===== config.mk =====
export PLATFORM = sky130hd
export DESIGN_NAME = minisrc_multicycle_cpu_flat
export DESIGN_NICKNAME = d
export VERILOG_FILES = /design/src/rtl/minisrc_multicycle_cpu_if.sv /design/src/rtl/minisrc_multicycle_cpu.sv /design/src/flat_wrapper.sv
export SDC_FILE = /design/constraint.sdc
export NUM_CORES = 2
export LEC_CHECK = 0
export CAP_MARGIN = 10
export CORE_MARGIN = 4
export CORE_UTILIZATION = 30
export CTS_CLUSTER_DIAMETER = 80
export DETAILED_ROUTE_END_ITERATION = 6
export GPL_ROUTABILITY_DRIVEN = 1
export PLACE_DENSITY = 0.45
export SLEW_MARGIN = 20
export SYNTH_ARGS = -nofsm -noshare
export SYNTH_HDL_FRONTEND = slang
export SYNTH_SLANG_ARGS = --single-unit

===== constraint.sdc =====
create_clock -name iClk -period 9.3 [get_ports iClk]
set_clock_uncertainty 0.1 [all_clocks]
set_input_delay 2.79 -clock iClk [delete_from_list [all_inputs] [get_ports iClk]]
set_output_delay 2.79 -clock iClk [all_outputs]
set_load 0.02 [all_outputs]

===== src/rtl/minisrc_multicycle_cpu_if.sv =====
// minisrc_multicycle_cpu_if: shared word-addressed memory port with ready handshake
interface minisrc_multicycle_cpu_if;
  logic [31:0] oMemAddr;
  logic [31:0] oMemData;
  logic [31:0] iMemData;
  logic        iMemRdy;
  logic        oMemRead;
  logic        oMemWrite;
  modport master(output oMemAddr, oMemData, oMemRead, oMemWrite, input iMemData, iMemRdy);
  modport slave(input oMemAddr, oMemData, oMemRead, oMemWrite, output iMemData, iMemRdy);
endinterface


===== src/rtl/minisrc_multicycle_cpu.sv =====
// minisrc_multicycle_cpu: multi-cycle MiniSRC-subset core; one instruction at a time over a
// single memory port whose requests are registered and always separated by an idle cycle.
module minisrc_multicycle_cpu #(
  parameter logic [31:0] START_PC = 32'd0
) (
  input logic iClk,
  input logic nRst,
  minisrc_multicycle_cpu_if.master mem
);
  typedef enum logic [2:0] {S_IDLE, S_FETCH, S_DECODE, S_EXEC, S_MEM, S_WB, S_HALT} state_t;
  localparam logic [4:0] OP_LD = 5'b00000, OP_LDI = 5'b00001, OP_ST = 5'b00010, OP_ADD = 5'b00011;
  localparam logic [4:0] OP_SUB = 5'b00100, OP_AND = 5'b00101, OP_OR = 5'b00110, OP_ADDI = 5'b01100;
  localparam logic [4:0] OP_ANDI = 5'b01101, OP_ORI = 5'b01110, OP_MUL = 5'b10000;
  localparam logic [4:0] OP_MFHI = 5'b11000, OP_MFLO = 5'b11001, OP_HALT = 5'b11011;
  state_t state_q, state_d;
  logic [31:0] pc_q, pc_d, ir_q, ir_d, a_q, a_d, b_q, b_d, s_q, s_d, hi_q, hi_d, lo_q, lo_d;
  logic [31:0] addr_q, addr_d, data_q, data_d;
  logic [63:0] res_q, res_d;
  logic        rd_q, rd_d, wr_q, wr_d;
  logic [31:0] regs_q [16];
  logic [31:0] regs_d [16];
  logic [4:0]  op;
  logic [3:0]  ra, rb, rc;
  logic [31:0] c, ea, alu;
  logic [63:0] prod;
  logic        exec_op;
  assign op   = ir_q[31:27];
  assign ra   = ir_q[26:23];
  assign rb   = ir_q[22:19];
  assign rc   = ir_q[18:15];
  assign c    = {{13{ir_q[18]}}, ir_q[18:0]};
  assign ea   = a_q + c;
  // Low 64 bits of the sign-extended product equal the signed 32x32 product
  assign prod = {{32{s_q[31]}}, s_q} * {{32{a_q[31]}}, a_q};
  assign mem.oMemAddr  = addr_q;
  assign mem.oMemData  = data_q;
  assign mem.oMemRead  = rd_q;
  assign mem.oMemWrite = wr_q;
  always_comb begin
    exec_op = 1'b1;
    alu     = ea;
    case (op)
      OP_LD, OP_LDI, OP_ST, OP_ADDI, OP_MUL: alu = ea;
      OP_ADD:  alu = a_q + b_q;
      OP_SUB:  alu = a_q - b_q;
      OP_AND:  alu = a_q & b_q;
      OP_OR:   alu = a_q | b_q;
      OP_ANDI: alu = a_q & c;
      OP_ORI:  alu = a_q | c;
      OP_MFHI: alu = hi_q;
      OP_MFLO: alu = lo_q;
      default: exec_op = 1'b0;
    endcase
  end
  always_comb begin
    state_d = state_q;
    pc_d    = pc_q;
    ir_d    = ir_q;
    a_d     = a_q;
    b_d     = b_q;
    s_d     = s_q;
    res_d   = res_q;
    hi_d    = hi_q;
    lo_d    = lo_q;
    addr_d  = addr_q;
    data_d  = data_q;
    rd_d    = rd_q;
    wr_d    = wr_q;
    regs_d  = regs_q;
    case (state_q)
      S_IDLE: begin
        state_d = S_FETCH;
        rd_d    = 1'b1;
        addr_d  = pc_q;
      end
      S_FETCH: if (mem.iMemRdy) begin
        ir_d    = mem.iMemData;
        pc_d    = pc_q + 32'd1;
        rd_d    = 1'b0;
        state_d = S_DECODE;
      end
      S_DECODE: begin
        a_d     = regs_q[rb];
        b_d     = regs_q[rc];
        s_d     = regs_q[ra];
        state_d = op == OP_HALT ? S_HALT : exec_op ? S_EXEC : S_FETCH;
        rd_d    = op != OP_HALT && !exec_op;
        addr_d  = rd_d ? pc_q : addr_q;
      end
      S_EXEC: begin
        res_d   = op == OP_MUL ? prod : {32'd0, alu};
        rd_d    = op == OP_LD;
        wr_d    = op == OP_ST;
        addr_d  = rd_d || wr_d ? ea : addr_q;
        data_d  = wr_d ? s_q : data_q;
        state_d = rd_d || wr_d ? S_MEM : S_WB;
      end
      S_MEM: if (mem.iMemRdy) begin
        res_d   = rd_q ? {32'd0, mem.iMemData} : res_q;
        rd_d    = 1'b0;
        wr_d    = 1'b0;
        // st also passes through WB so the bus idles a cycle before the next fetch
        state_d = S_WB;
      end
      S_WB: begin
        if (op == OP_MUL) begin
          hi_d = res_q[63:32];
          lo_d = res_q[31:0];
        end else if (op != OP_ST) begin
          regs_d[ra] = res_q[31:0];
        end
        state_d = S_FETCH;
        rd_d    = 1'b1;
        addr_d  = pc_q;
      end
      default: state_d = S_HALT;
    endcase
    regs_d[0] = '0;
  end
  always_ff @(posedge iClk or negedge nRst) begin
    if (!nRst) begin
      state_q <= S_IDLE;
      pc_q    <= START_PC;
      ir_q    <= '0;
      a_q     <= '0;
      b_q     <= '0;
      s_q     <= '0;
      res_q   <= '0;
      hi_q    <= '0;
      lo_q    <= '0;
      addr_q  <= '0;
      data_q  <= '0;
      rd_q    <= 1'b0;
      wr_q    <= 1'b0;
      regs_q  <= '{default: '0};
    end else begin
      state_q <= state_d;
      pc_q    <= pc_d;
      ir_q    <= ir_d;
      a_q     <= a_d;
      b_q     <= b_d;
      s_q     <= s_d;
      res_q   <= res_d;
      hi_q    <= hi_d;
      lo_q    <= lo_d;
      addr_q  <= addr_d;
      data_q  <= data_d;
      rd_q    <= rd_d;
      wr_q    <= wr_d;
      regs_q  <= regs_d;
    end
  end
endmodule


===== src/flat_wrapper.sv =====
// flat-port wrapper written by rule: the top's interface ports become plain ports
module minisrc_multicycle_cpu_flat 
#(
  parameter logic [31:0] START_PC = 32'd0
)
  (iClk, nRst, mem_oMemAddr, mem_oMemData, mem_oMemRead, mem_oMemWrite, mem_iMemData, mem_iMemRdy);
  minisrc_multicycle_cpu_if mem_i ();
  input logic iClk;
  input logic nRst;
  output wire logic [$bits(mem_i.oMemAddr)-1:0] mem_oMemAddr;
  output wire logic [$bits(mem_i.oMemData)-1:0] mem_oMemData;
  output wire logic [$bits(mem_i.oMemRead)-1:0] mem_oMemRead;
  output wire logic [$bits(mem_i.oMemWrite)-1:0] mem_oMemWrite;
  input wire logic [$bits(mem_i.iMemData)-1:0] mem_iMemData;
  input wire logic [$bits(mem_i.iMemRdy)-1:0] mem_iMemRdy;
  assign mem_oMemAddr = mem_i.oMemAddr;
  assign mem_oMemData = mem_i.oMemData;
  assign mem_oMemRead = mem_i.oMemRead;
  assign mem_oMemWrite = mem_i.oMemWrite;
  assign mem_i.iMemData = mem_iMemData;
  assign mem_i.iMemRdy = mem_iMemRdy;
  minisrc_multicycle_cpu #(.START_PC(START_PC)) u_core (.iClk(iClk), .nRst(nRst), .mem(mem_i));
endmodule

## Word-level counts from Yosys, hierarchy flattened

Index checks and enable logic that the tools add are counted.

- Add/sub/neg operators: 4
- Multipliers: 1
- Magnitude comparators: 4
- Eq/ne operators: 26
- Multiplexer cells: 30
- Bitwise operators: 8
- Reductions and logical operators: 21

Operator list:

| kind | count |
|---|---|
| 512-bit bitwise mux | 1 |
| 32-bit binary-select mux with 4-bit select | 3 |
| 32-bit 2-to-1 mux | 9 |
| 32-bit one-hot mux with 8 select lines | 1 |
| 64-bit 2-to-1 mux | 3 |
| 32-bit demux with 4-bit select | 1 |
| 64-bit one-hot mux with 2 select lines | 1 |
| 32-bit one-hot mux with 3 select lines | 1 |
| 32-bit adder | 2 |
| 32-bit bitwise AND | 2 |
| 32-bit by 32-bit multiplier with 64-bit output | 1 |
| 32-bit OR | 2 |
| 32-bit by 1-bit adder with 32-bit output, second input constant | 1 |
| 32-bit subtractor | 1 |
| 5-bit equality test, second input constant | 4 |
| 5-bit by 3-bit equality test with 1-bit output, second input constant | 3 |
| 5-bit by 4-bit equality test with 1-bit output, second input constant | 3 |
| 5-bit greater-or-equal comparator, second input constant | 3 |
| 4-bit NOT with 5-bit output | 3 |
| 3-bit one-hot mux with 5 select lines | 1 |
| 13-bit OR reduction | 1 |
| 2-bit AND reduction | 6 |
| 5-bit by 2-bit equality test with 1-bit output, second input constant | 2 |
| 3-bit 2-to-1 mux | 3 |
| 24 further kinds | 36 |

- Bits in registers: 837
- Input port bits: 35
- Output and inout bits: 66
- Word-level logic and storage cells: 122

## Depth between registers and ports, before layout

- Word-level depth: 7
- Gate-level depth with buffers: 30
- Depth with buffers taken out: 27

## Worst setup path before layout

No wires, ideal clock.

- Path kind: register to register
- Start point: register u_core.a_q[2]
- End point: register u_core.res_q[60]
- Library setup time: 0.083 ns
- Arrival: 7.963 ns
- Data required time: 9.117 ns
- Setup slack: 1.155 ns
- Cell stages (with the launch flop): 26
- Path buffers: 3
- Clock period less this slack: 8.145 ns
- Path through: dfrtp_1 -> clkbuf_1 -> clkbuf_1 -> nand2_1 -> inv_1 -> fa_1 -> fa_1 -> fa_1 -> fa_1 -> inv_1 -> fa_1 -> inv_1 -> fa_1 -> fa_1 -> fa_1 -> ha_1 -> clkbuf_1 -> nand3_1 -> or3_1 -> nor4_1 -> o211ai_1 -> and3b_1 -> o21ai_1 -> a41oi_1 -> xor2_1 -> o21ai_0

- Cells in the longest elaborated chain, start to end: 3

Ends and longest elaborated chain:

| what | RTL line | text |
|---|---|---|
| start, declared | minisrc_multicycle_cpu.sv:16 | `logic [31:0] pc_q, pc_d, ir_q, ir_d, a_q, a_d, b_q, b_d, s_q, s_d, hi_q, hi_d, lo_q, lo_d;` |
| start signal, assigned | minisrc_multicycle_cpu.sv:125 | `a_q <= '0;` |
| start signal, assigned | minisrc_multicycle_cpu.sv:140 | `a_q <= a_d;` |
| 32-bit by 32-bit multiplier with 64-bit output | minisrc_multicycle_cpu.sv:34 | `assign prod = {{32{s_q[31]}}, s_q} * {{32{a_q[31]}}, a_q};` |
| 64-bit 2-to-1 mux | minisrc_multicycle_cpu.sv:91 | `res_d = op == OP_MUL ? prod : {32'd0, alu};` |
| 64-bit one-hot mux with 2 select lines | minisrc_multicycle_cpu.sv:70 | `case (state_q)` |
| end signal, assigned | minisrc_multicycle_cpu.sv:143 | `res_q <= res_d;` |
| end, declared | minisrc_multicycle_cpu.sv:18 | `logic [63:0] res_q, res_d;` |

Every way passes these cells.
A chain may end at the register's enable or synchronous reset.

## Final worst setup path

- Start point: register u_core.a_q[5]
- End point: register u_core.res_q[58]

Same word-level chain as after synthesis.

==> flow_metrics.tcl <==
set metrics [dict create \
    max_stage_delay_ps 630 \
    ant_nets 0 \
    grt_pass1_vias 63400 \
    cp_max_fo 35 \
    port_buffers 100 \
    core_area_um2 280000 \
    fp.dieW_um 539 \
    synth-seq-cells 837 \
    power_density_nw_per_um2 357 \
    fmax_mhz 115 \
    place.gp.congestion 0.902 \
    synthesis.nets 8938 \
    start_kind "register" \
    initial_core_util 0.302 \
    wl_per_cell_um 25.9 \
    die_y_um 539 \
    grt_max_degree 148 \
    yosys.area.top_type_share 0.257 \
    critPathArrivalTime_ps 9250 \
    dpl-instance-area_um2 90300 \
    area_delta_synth_final_pct 10.8 \
    hold_class "reg -> reg" \
    hold_buffers 0 \
    final-max-slew-violation-count 0 \
    period_needed_ps 8710 \
    dieArea_um2 290000 \
    async_flop_share 1.00 \
    final_nets 8811 \
    final_layout_size_suffix_gt1_frac 0.211 \
    critPathKind "reg -> reg" \
    synth_edf_count 0 \
    grt_pass1_wl_mm 437 \
    htree_num_levels 3 \
    setup_viol 0 \
    overflow 0 \
    rows 194 \
    crit_required_ps 9830 \
    cts.sinks 837 \
    synth_area_per_cell_um2 11.2 \
    synth_common_cells "1,084 x fa_1, 996 x inv_1, 837 x dfrtp_1" \
    dr.first_iter.drc_count 4093 \
    ir_drop_uv 304 \
    postLayoutCellArea_um2 93600 \
    synth_ff_type "dfrtp_1" \
    place_hpwl_mm 214 \
    tightest_slew_ps 1100 \
    antenna_found_initial 34 \
    yosys-top-cells-area "fa_1 26%, dfrtp_1 25%, mux2_2 10%" \
    tritoncts "yes" \
    ys_seq_area_frac 0.248 \
    rsz0062_at_grt "false" \
    post_cts_buffers 0 \
    drc 0 \
    hold_viol 0 \
    setup_tns_ps 0 \
    ios 101 \
    cts_resized 0 \
    outcome "finished, final reports clean" \
    synth_cells 7571 \
    synth_most_common_cell "fa_1" \
    root_buffer "clkbuf_16" \
    yosysWarnings 0 \
    grt_use_total 0.200 \
    clkTransAtPathRegs_ps 60 \
    routed_wl_mm 291 \
    end_kind "register" \
    dr.pass1.iters 6 \
    n_fill_cell 28100 \
    leakage_uw 0.0434 \
    vias 58600 \
    cts_made_buffers 98 \
    insertion_delay_ps 750 \
    synth_top_area_cell "fa_1" \
    syn_area_um2 84500 \
    finalCritPeriodShare 0.937 \
    max_slew_margin 0.264 \
    drv_cap 0 \
    vias_per_cell 5.21 \
    crit_top_cell "fa_1" \
    crit_slowest_cell "fa_1" \
    cts.path.max_buffers 3 \
    synth_cell_type_count 83 \
]
[worst max-delay path: cells and delay by family, from the launching register on]
kind | cells | cell delay, ps
DFF | 1 | 410
adders and majority gates | 9 | 4670
xor gates and xnor gates | 1 | 180
and+or+nand+nor | 5 | 1130
AOI/OAI and AO/OA | 4 | 880
buffers and inverters | 8 | 1120
[metrics by stage]
stage / total power, uW / std cells / util / hold slack, ps / setup slack [ps]
floorplan: 21000 / 7571 / - / 341 / 1150
global placement: 29300 / 11100 / 0.323 / 363 / 603
detailed placement: 29400 / 11100 / 0.323 / 371 / 513
CTS: 33700 / 11300 / 0.335 / 379 / 497
global route: 35900 / 11300 / 0.335 / 406 / 33.6
finish: 33500 / 11300 / 0.335 / 378 / 587
[power breakdown]
part           leakage [uW]  internal [uW]  switching [uW]
clock               0.00163           2320            1750
sequential           0.0112           4860            2230
combinational        0.0305           9040           13300
[flip-flops by register name, summed over array words and instances (netlist names)]
name / cells
u_core.res_q: 64
u_core.ir_q: 32
u_core.state_q: 3
u_core.s_q: 32
u_core.a_q: 32
u_core.lo_q: 32
u_core.mem.oMemWrite: 1
u_core.mem.oMemData: 32
u_core.mem.oMemRead: 1
u_core.mem.oMemAddr: 32
u_core.regs_q: 480
u_core.pc_q: 32
u_core.b_q: 32
u_core.hi_q: 32
[worst paths after layout]
path / startpoint / endpoint / slack, ps / cells after the start
max: u_core.a_q[5]$_DFFE_PN0P_ / u_core.res_q[58]$_DFFE_PN0P_ / 590 / 27
min: u_core.res_q[59]$_DFFE_PN0P_ / u_core.res_q[59]$_DFFE_PN0P_ / 380 / 2
max reg2reg: u_core.a_q[5]$_DFFE_PN0P_ / u_core.res_q[58]$_DFFE_PN0P_ / 590 / 27
min reg2reg: u_core.res_q[59]$_DFFE_PN0P_ / u_core.res_q[59]$_DFFE_PN0P_ / 380 / 2
max in group asynchronous: nRst / u_core.regs_q[3]$_DFFE_PN0P_ / 5350 / 3
min in group asynchronous: nRst / u_core.mem.oMemData[27]$_DFFE_PN0P_ / 2010 / 1
[routing by layer]
| metal | GRT usage | wire, um | vias to the layer above |
|---|---|---|---|
| met5 | 0 | 57 | - |
| met1 | 0.277 | 130000 | 31800 |
| met3 | 0.0248 | 14500 | 330 |
| met4 | 0.0549 | 8480 | 8 |
| li1 | - | - | 25000 |
| met2 | 0.332 | 138000 | 1537 |
[cell usage in the layout (no fill, tap or decap), types with 27 or more instances in the layout]
| master | instances |
|---|---|
| fa_1 | 1084 |
| inv_1 | 996 |
| dfrtp_1 | 821 |
| mux2_2 | 772 |
| nand2_1 | 711 |
| and2_1 | 520 |
| mux4_2 | 384 |
| ha_1 | 248 |
| o21ai_0 | 224 |
| a21oi_1 | 222 |
| buf_4 | 177 |
| nor2_1 | 141 |
| xnor2_1 | 110 |
| clkdlybuf4s50_1 | 99 |
| clkbuf_16 | 98 |
| a22o_1 | 86 |
| xor2_1 | 68 |
| a21o_1 | 61 |
| mux2i_1 | 53 |
| nand3_1 | 41 |
| nand2b_1 | 30 |
| o211ai_1 | 29 |
| nor3_1 | 27 |
| a221oi_1 | 27 |
[layout make-up]
class,instances,area [um2],share of cell area
Inverter,997,3740,0.0400
Clock inverter,45,593,0.00633
Antenna cell,7,17.5,0.000187
Sequential cell,837,21000,0.224
Clock buffer,137,2760,0.0295
Timing Repair Buffer,299,2780,0.0296
Multi-Input combinational cell,5211,58100,0.621
Tap cell,3724,4660,0.0498
[logic make-up (layout without fill, tap and decap cells)]
| group | after synthesis | after routing | share of synthesized area |
|---|---|---|---|
| AND/OR/NAND/NOR | 1616 | 1616 | 0.0938 |
| buffers and inverters | 1523 | 1478 | 0.0676 |
| adder cells (fa/ha/maj) | 1332 | 1332 | 0.293 |
| multiplexers | 1210 | 1210 | 0.212 |
| AO/OA/AOI/OAI | 874 | 874 | 0.0674 |
| flip-flops | 837 | 837 | 0.248 |
| XOR/XNOR | 179 | 179 | 0.0185 |
| other | 0 | 7 | 0 |
No activity file was read; power rests on OpenSTA's default activity.
